--- src/rtl/cluster_pkg.sv ---
// Shared definitions for the cluster link: variant sizes, sentinel address
// and the unpacker FSM state type.
package cluster_pkg;

   localparam int MXKEYS_192    = 192;
   localparam int MXKEYBITS_192 = 8;
   localparam int MXKEYS_384    = 384;
   localparam int MXKEYBITS_384 = 9;
   localparam int MXCNTB_DEF    = 3;
   localparam int MXCLST        = 15;
   localparam int NCLSTB        = 4;

   // All-ones address marks "no cluster" on the link.
   localparam logic [MXKEYBITS_192-1:0] SENTINEL_ADR_192 = '1;
   localparam logic [MXKEYBITS_384-1:0] SENTINEL_ADR_384 = '1;

   typedef enum logic {
      ACCUM = 1'b0,
      EMIT  = 1'b1
   } state_t;

endpackage

--- src/rtl/cluster_mask_gen.sv ---
// Combinational pad mask for one cluster: bits adr..adr+cnt, truncated at
// the top pad rather than wrapped.
module cluster_mask_gen
   import cluster_pkg::*;
#(
   parameter int MXKEYS    = MXKEYS_192,
   parameter int MXKEYBITS = MXKEYBITS_192,
   parameter int MXCNTB    = MXCNTB_DEF
) (
   input  logic [MXKEYBITS-1:0] i_adr,
   input  logic [MXCNTB-1:0]    i_cnt,
   output logic [MXKEYS-1:0]    o_mask
);

   localparam int AW = MXKEYBITS + 1;

   // One extra bit keeps adr+cnt from wrapping back onto low pads.
   logic [AW-1:0] w_lo;
   logic [AW-1:0] w_hi;

   assign w_lo = {1'b0, i_adr};
   assign w_hi = w_lo + AW'(i_cnt);

   always_comb begin
      o_mask = '0;
      for (int unsigned i = 0; i < MXKEYS; i++) begin
         o_mask[i] = (AW'(i) >= w_lo) && (AW'(i) <= w_hi);
      end
   end

endmodule

--- src/rtl/cluster_unpacker.sv ---
// Rebuilds per-frame vpfs/cnts/hit vectors from a stream of (adr, cnt)
// cluster words; emits one frame per 'last' word.
module cluster_unpacker
   import cluster_pkg::*;
#(
   parameter int MXKEYS    = MXKEYS_192,
   parameter int MXKEYBITS = MXKEYBITS_192,
   parameter int MXCNTB    = MXCNTB_DEF
) (
   input  logic                     clock,
   input  logic                     reset_n,
   input  logic                     clst_valid_i,
   output logic                     clst_ready_o,
   input  logic [MXKEYBITS-1:0]     clst_adr_i,
   input  logic [MXCNTB-1:0]        clst_cnt_i,
   input  logic                     clst_last_i,
   input  logic [2:0]               pass_i,
   output logic                     frame_valid_o,
   output logic [2:0]               pass_o,
   output logic [MXKEYS-1:0]        vpfs_o,
   output logic [MXKEYS*MXCNTB-1:0] cnts_o,
   output logic [MXKEYS-1:0]        hits_o,
   output logic [NCLSTB-1:0]        nclst_o,
   output logic                     drop_o,
   output logic                     dup_o
);

   localparam int AW = MXKEYBITS + 1;

   state_t r_state;
   state_t w_state_nxt;

   logic                             r_ready;
   logic                             r_seen;
   logic [2:0]                       r_pass_acc;
   logic [MXKEYS-1:0]                r_vpf_acc;
   logic [MXKEYS-1:0][MXCNTB-1:0]    r_cnt_acc;
   logic [MXKEYS-1:0]                r_hit_acc;
   logic [NCLSTB-1:0]                r_nclst;
   logic                             r_dup;
   logic                             r_drop;

   logic                             r_frame_valid;
   logic [2:0]                       r_pass;
   logic [MXKEYS-1:0]                r_vpfs;
   logic [MXKEYS-1:0][MXCNTB-1:0]    r_cnts;
   logic [MXKEYS-1:0]                r_hits;
   logic [NCLSTB-1:0]                r_nclst_out;
   logic                             r_drop_out;
   logic                             r_dup_out;

   logic                             w_accept;
   logic                             w_adr_ok;
   logic [MXKEYS-1:0]                w_hit_mask;
   logic [2:0]                       w_pass_nxt;
   logic [MXKEYS-1:0]                w_vpf_nxt;
   logic [MXKEYS-1:0][MXCNTB-1:0]    w_cnt_nxt;
   logic [MXKEYS-1:0]                w_hit_nxt;
   logic [NCLSTB-1:0]                w_nclst_nxt;
   logic                             w_dup_nxt;
   logic                             w_drop_nxt;

   // r_ready is only ever set while in ACCUM, so it alone qualifies acceptance.
   assign w_accept = clst_valid_i & r_ready;
   assign w_adr_ok = ({1'b0, clst_adr_i} < AW'(MXKEYS));

   cluster_mask_gen #(
      .MXKEYS    (MXKEYS),
      .MXKEYBITS (MXKEYBITS),
      .MXCNTB    (MXCNTB)
   ) u_mask_gen (
      .i_adr  (clst_adr_i),
      .i_cnt  (clst_cnt_i),
      .o_mask (w_hit_mask)
   );

   always_comb begin
      w_pass_nxt  = r_seen ? r_pass_acc : pass_i;
      w_vpf_nxt   = r_vpf_acc;
      w_cnt_nxt   = r_cnt_acc;
      w_hit_nxt   = r_hit_acc;
      w_nclst_nxt = r_nclst;
      w_dup_nxt   = r_dup;
      w_drop_nxt  = r_drop;
      if (w_accept) begin
         if (w_adr_ok) begin
            if (r_vpf_acc[clst_adr_i]) w_dup_nxt = 1'b1;
            w_vpf_nxt[clst_adr_i] = 1'b1;
            w_cnt_nxt[clst_adr_i] = clst_cnt_i;
            w_hit_nxt             = r_hit_acc | w_hit_mask;
            if (r_nclst != NCLSTB'(MXCLST)) w_nclst_nxt = r_nclst + 4'd1;
         end else begin
            w_drop_nxt = 1'b1;
         end
      end
   end

   always_comb begin
      w_state_nxt = r_state;
      case (r_state)
         ACCUM:   if (w_accept && clst_last_i) w_state_nxt = EMIT;
         EMIT:    w_state_nxt = ACCUM;
         default: w_state_nxt = ACCUM;
      endcase
   end

   always_ff @(posedge clock or negedge reset_n) begin
      if (!reset_n) r_state <= ACCUM;
      else          r_state <= w_state_nxt;
   end

   always_ff @(posedge clock or negedge reset_n) begin
      if (!reset_n) begin
         r_ready       <= 1'b0;
         r_seen        <= 1'b0;
         r_pass_acc    <= '0;
         r_vpf_acc     <= '0;
         r_cnt_acc     <= '0;
         r_hit_acc     <= '0;
         r_nclst       <= '0;
         r_dup         <= 1'b0;
         r_drop        <= 1'b0;
         r_frame_valid <= 1'b0;
         r_pass        <= '0;
         r_vpfs        <= '0;
         r_cnts        <= '0;
         r_hits        <= '0;
         r_nclst_out   <= '0;
         r_drop_out    <= 1'b0;
         r_dup_out     <= 1'b0;
      end else begin
         r_ready       <= (w_state_nxt == ACCUM);
         r_frame_valid <= w_accept & clst_last_i;
         if (r_state == EMIT) begin
            r_seen    <= 1'b0;
            r_vpf_acc <= '0;
            r_cnt_acc <= '0;
            r_hit_acc <= '0;
            r_nclst   <= '0;
            r_dup     <= 1'b0;
            r_drop    <= 1'b0;
         end else if (w_accept) begin
            r_seen     <= 1'b1;
            r_pass_acc <= w_pass_nxt;
            r_vpf_acc  <= w_vpf_nxt;
            r_cnt_acc  <= w_cnt_nxt;
            r_hit_acc  <= w_hit_nxt;
            r_nclst    <= w_nclst_nxt;
            r_dup      <= w_dup_nxt;
            r_drop     <= w_drop_nxt;
         end
         // Outputs take the post-word accumulator so they are valid in EMIT.
         if (w_accept && clst_last_i) begin
            r_pass      <= w_pass_nxt;
            r_vpfs      <= w_vpf_nxt;
            r_cnts      <= w_cnt_nxt;
            r_hits      <= w_hit_nxt;
            r_nclst_out <= w_nclst_nxt;
            r_drop_out  <= w_drop_nxt;
            r_dup_out   <= w_dup_nxt;
         end
      end
   end

   assign clst_ready_o  = r_ready;
   assign frame_valid_o = r_frame_valid;
   assign pass_o        = r_pass;
   assign vpfs_o        = r_vpfs;
   assign cnts_o        = r_cnts;
   assign hits_o        = r_hits;
   assign nclst_o       = r_nclst_out;
   assign drop_o        = r_drop_out;
   assign dup_o         = r_dup_out;

endmodule
--- config.mk ---
export PLATFORM = sky130hd
export DESIGN_NAME = cluster_unpacker
export DESIGN_NICKNAME = d
export VERILOG_FILES = /design/src/rtl/cluster_pkg.sv /design/src/rtl/cluster_mask_gen.sv /design/src/rtl/cluster_unpacker.sv
export SDC_FILE = /design/constraint.sdc
export NUM_CORES = 2
export LEC_CHECK = 0
export CORE_MARGIN = 2
export CORE_UTILIZATION = 50
export DETAILED_ROUTE_END_ITERATION = 8
export GPL_TIMING_DRIVEN = 0
export PLACE_DENSITY = 0.73
export SETUP_SLACK_MARGIN = 0.2
export SYNTH_ARGS = -nofsm -noshare
export SYNTH_HDL_FRONTEND = slang
export SYNTH_HIERARCHICAL = 1
export SYNTH_SLANG_ARGS = --single-unit
--- constraint.sdc ---
create_clock -name clock -period 2 [get_ports clock]
set_input_delay 0.3 -clock clock [delete_from_list [all_inputs] [get_ports clock]]
set_output_delay 0.3 -clock clock [all_outputs]
set_load 0.02 [all_outputs]
# After elaboration in Yosys (flattened, before gate mapping)
# Cells that the tools add are included.
# Widths: inputs -> output; s select.
# op_classes
order_cmp,387
muxes,38
eq_ne,1
add_sub_neg,2
bitwise_logic,6
n_reduce_logical,196
# op_table
cell,n
$mux 576,4
$mux 192,8
$bwmux 576,1
$le 7x9->1 const A,64
$le 8x9->1 const A,64
$ge 7x8->1 const A,64
$ge 8x8->1 const A,64
$or 192x192->192,2
$le 6x9->1 const A,32
$ge 6x8->1 const A,32
$logic_and 1x1->1,194
$le 5x9->1 const A,16
$ge 5x8->1 const A,16
$le 4x9->1 const A,8
$ge 4x8->1 const A,8
$le 3x9->1 const A,4
$ge 3x8->1 const A,4
$demux 3 s8,1
$mux 4,5
$le 1x9->1 const A,2
$le 2x9->1 const A,2
$ge 1x8->1 const A,2
$ge 2x8->1 const A,2
$mux 1,14
14 further kinds,17
# totals
ff_bits,1942
inputBits,18

# Depth between registers and ports, before layout
# logic_depth
depth_word,9
mapped_depth,14
mapped_depth_nobuf,11

# Modules after synthesis
# The synthesis kept the hierarchy.
# modules_own_cells
mod,instances,cells_per_inst,area_per_inst_um2
cluster_unpacker,1,7057,74594.0
cluster_mask_gen,1,704,4162.7

# Worst setup path before layout
# No wires, ideal clock.
# synth_timing
path_kind,input to register
from,input clst_adr_i[1]
to,register r_hits[130] (netlist: hits_o[130])
setup_time_ns,0.133
path_slack_ns,-1.040
arrival_ns,2.907
cell_stages,14
required_ns,1.867
path_buffers,4
cell_sequence,clkbuf_1 > inv_1 > fa_1 > nor2b_1 > buf_2 > o22ai_1 > or2_1 > buf_4 > buf_4 > nor3_1 > a21o_1 > a21oi_1 > a21oi_1 > o21ai_0
# synth_between
elab_chain_len,6
word_cells_on_any_way,8
# synth_rtl
element,line,rtl
start: declaration,cluster_unpacker.sv:14,"input logic [MXKEYBITS-1:0] clst_adr_i,"
$add 8x3->9,cluster_mask_gen.sv:22,assign w_hi = w_lo + AW'(i_cnt);
$le 8x9->1,cluster_mask_gen.sv:27,o_mask[i] = (AW'(i) >= w_lo) && (AW'(i) <= w_hi);
$logic_and 1x1->1 (*),cluster_mask_gen.sv:27,
via w_hit_mask[130],cluster_unpacker.sv:54,logic [MXKEYS-1:0] w_hit_mask;
$or 192x192->192 (*),cluster_unpacker.sv:90,w_hit_nxt = r_hit_acc | w_hit_mask;
$mux 192 (*),cluster_unpacker.sv:86,if (w_adr_ok) begin
$mux 192 (*),cluster_unpacker.sv:85,if (w_accept) begin
end signal: assignment,cluster_unpacker.sv:157,r_hits <= w_hit_nxt;
end: declaration,cluster_unpacker.sv:47,logic [MXKEYS-1:0] r_hits;
# Mark *: on every way through the listed nets, which the timed path passes. The rest lies on a longest branch.
# A chain may end at the register's enable or synchronous reset.

# Final worst setup path
# layout_timing
from,input clst_cnt_i[1]
to,register r_cnt_acc[97] (netlist bit)
# layout_between
elab_chain_len,5
# layout_rtl
element,line,rtl
start: declaration,cluster_unpacker.sv:15,"input logic [MXCNTB-1:0] clst_cnt_i,"
$bwmux 576,cluster_unpacker.sv:89,w_cnt_nxt[clst_adr_i] = clst_cnt_i;
$mux 576,cluster_unpacker.sv:86,
$mux 576,cluster_unpacker.sv:85,
$mux 576,cluster_unpacker.sv:142,end else if (w_accept) begin
$mux 576,cluster_unpacker.sv:134,if (r_state == EMIT) begin
end signal: assignment,cluster_unpacker.sv:146,r_cnt_acc <= w_cnt_nxt;
end: declaration,cluster_unpacker.sv:37,logic [MXKEYS-1:0][MXCNTB-1:0] r_cnt_acc;
# No other way between the ends. The select of a mux whose other input is x is not followed.

==> qor.csv <==
metric,value,unit
status,"complete, but fails checks",
violations,"negative hold slack, negative setup slack",
endpoint,r_cnt_acc[97]$_DFFE_PN0P_,
finalSetupViolCount,2493,
crit_start,clst_cnt_i[1],
synthesis.nets,7784,
final-hold-violation-count,137,
synth_seq_cells,1942,
postSynthCellCount,7761,
drc,0,
power.density,868.9,nW/µm²
fin_crit_sh,1.310,
path_common_cell,clkbuf_2,
drive_above_1_share,0.1972,
gp_congestion,1.058,
met2_usage,0.6659,
grt-ovfl-total,0,
cts_tree,yes,
ios,989,
die_x,400.9,µm
critPathKind,primary input to register,
fin_crit,2620,ps
area_growth,38.79,%
grtUsageMet3,0.2020,
slowest_delay,920,ps
cts.htree.levels,4,
routed_wl,394900,µm
clk_pin_slew,70,ps
finalMaxSlewViolations,0,
drt-pass1-iter-count,7,
clkLatencyLatePin,860,ps
synth.area.top_cells,"dfrtp_1 62%, mux2i_1 7.2%, o21ai_0 6.6%",
core,156400,µm²
num_rows,145,
num_vias,73280,
cp-end-kind,register,
setup_ws,-620.0,ps
busiest_layer,met2,
post_synth.cell_area_avg,10.15,µm²
nets,9349,
cts-root-buf,clkbuf_16,
grt.total_usage,0.4795,
clock_skew,47.53,ps
ant_nets,0,
holdWs,-568.8,ps
worst_pin_slew,1442,ps
synth_edf_count,0,
initial_core_util,0.5036,
async_flop_share,1.000,
r2r_slack,-390,ps
use_met1,0.6064,
cp.required,2780,ps
clkSinkCount,1942,
synth-seq-area-share,0.6170,
crit_arrival,3400,ps
max_freq,0.3817,GHz
r2r_start,r_vpf_acc[178]$_DFFE_PN0P_,
yosysMostFrequentCell,dfrtp_1,
grt_max_degree,194,
reg2regPathDepth,6,
synthTopCellsByCount,"1942 x dfrtp_1, 1311 x nand2_1, 1139 x nor2_1, 1042 x o21ai_0, 570 x mux2i_1",
grt_pass1_vias,69830,
synth_ff_type,dfrtp_1,
cts_buffer_depth,3,
die-area,160700,µm²
viasPerCell,6.338,
grt_pass1_wl,540300,µm
hold_class,primary input to asynchronous set/reset pin,
portBuffers,987,
vdd_ir_drop_max,998.2,µV
synth.top_cell.area_share,0.6170,
yosysTopAreaCell,dfrtp_1,
rsz0062_at_grt,yes,
synth_warnings,6,
slowest_stage,clkbuf_1,
r2r_end,r_dup$_DFFE_PN0P_,
slew_headroom,0.03897,
synth_area,78760,µm²
cap_viol_max_count,0,
cp_max_fo,10,
dp_hpwl,289100,µm
drt-initial-drc-count,9693,
cellLeakagePower,51.19,nW
crit_path_cell_trace,"buf_6, clkbuf_2, clkbuf_2, clkbuf_1, nand3_1, a21oi_1",
cts_made_buffers,193,
critPathLaunchType,primary input,
routedWlPerCell,34.15,µm
antenna_found_initial,33,
p_total,94.97,mW
die_h,400.9,µm
synth.distinct_cells,85,
## worst min-delay path by stage
| stage | to |
|---|---|
| 6_report | vpfs_o[76]$_DFFE_PN0P_ |
| 2_1_floorplan | clst_ready_o$_DFF_PN0_ |
| 4_1_cts | vpfs_o[83]$_DFFE_PN0P_ |
| 5_1_grt | vpfs_o[76]$_DFFE_PN0P_ |
| 3_5_place_dp | vpfs_o[78]$_DFFE_PN0P_ |
| 3_3_place_gp | vpfs_o[185]$_DFFE_PN0P_ |
## cells by family (layout without fill, tap and decap cells)
kind of cell / Yosys count / in the layout / share of synthesized area
flip-flops: 1942 / 1942 / 0.6170
buffers and inverters: 600 / 2318 / 0.03106
AND/OR/NAND/NOR: 2739 / 2739 / 0.1391
multiplexers: 610 / 610 / 0.08302
AO/OA/AOI/OAI: 1859 / 1859 / 0.1281
other: 0 / 25 / 0
adder cells (fa/ha/maj): 5 / 5 / 0.0008897
XOR/XNOR: 6 / 6 / 0.0007627
## metal layers
| layer | vias to the layer above | share of wire |
|---|---|---|
| met5 | - | 0.00088 |
| met4 | 32 | 0.087 |
| met3 | 1405 | 0.14 |
| met2 | 5266 | 0.41 |
| met1 | 37130 | 0.36 |
| li1 | 29450 | - |
## stage by stage
stage | util | setup TNS (ps) | area, µm² | instances | setup WS (ps)
6_report | 0.6990 | -451710 | 109300 | 11560 | -620.0
5_1_grt | 0.6986 | -515250 | 109300 | 11540 | -480.9
4_1_cts | 0.6737 | -386480 | 105400 | 11380 | -366.3
3_5_place_dp | 0.5902 | -5523500 | 92290 | 10840 | -3887
3_3_place_gp | 0.5857 | - | 91600 | 10810 | -85100
2_1_floorplan | - | -258190 | 79150 | 7761 | -542.5
## worst max-delay path: cells and delay by family
family | cells | cell delay [ps]
buffers and inverters | 4 | 2240
and+or+nand+nor | 1 | 560
AOI/OAI and AO/OA | 1 | 270
## report_power, final
part           switching (mW)  internal (mW)
combinational            10.0           5.10
clock                    16.3           21.4
sequential               1.17           41.0
## repair_timing
| item | 4_1_cts | 5_1_grt |
|---|---|---|
| setup endpoints to repair | 3231 | 3495 |
| cloned | 27 | 10 |
| pin swaps | 124 | 169 |
| endpoints found under the hold margin | 137 | 137 |
| resized for setup | 1409 | 719 |
| buffers inserted | 172 | 149 |
## placed cells by master, fill, tap and decap left out, types with 102 or more instances in the layout
cell type / synthesis / layout
a21oi_1: 556 / 391
o21ai_1: 11 / 117
clkbuf_2: 0 / 159
dfrtp_1: 1942 / 1927
clkbuf_16: 0 / 247
o21ai_0: 1042 / 915
buf_6: 6 / 102
nor2_1: 1139 / 1019
clkdlybuf4s50_1: 0 / 906
mux2i_1: 570 / 543
clkbuf_1: 447 / 220
buf_4: 16 / 250
nand2_1: 1311 / 1239
a21oi_2: 1 / 135
## state kept, by name, summed over array words and instances, names as in the netlist, 3 cells and up
signal	cells
cnts_o	576
pass_o	3
r_hit_acc	192
r_nclst	4
hits_o	192
nclst_o	4
vpfs_o	192
r_vpf_acc	192
r_pass_acc	3
r_cnt_acc	576
## final cells by class
class	instances	area [µm²]
diodes	25	62.56
flip-flops and latches	1942	48620
fillers	11620	47080
plain buffers	583	4334
inverters	13	92.59
multi-input cells	5219	32490
repair buffers	1374	14610
clock inverters	60	753.2
clock buffers	288	5772
well taps	2058	2575
(Power assumes the default switching activity.)
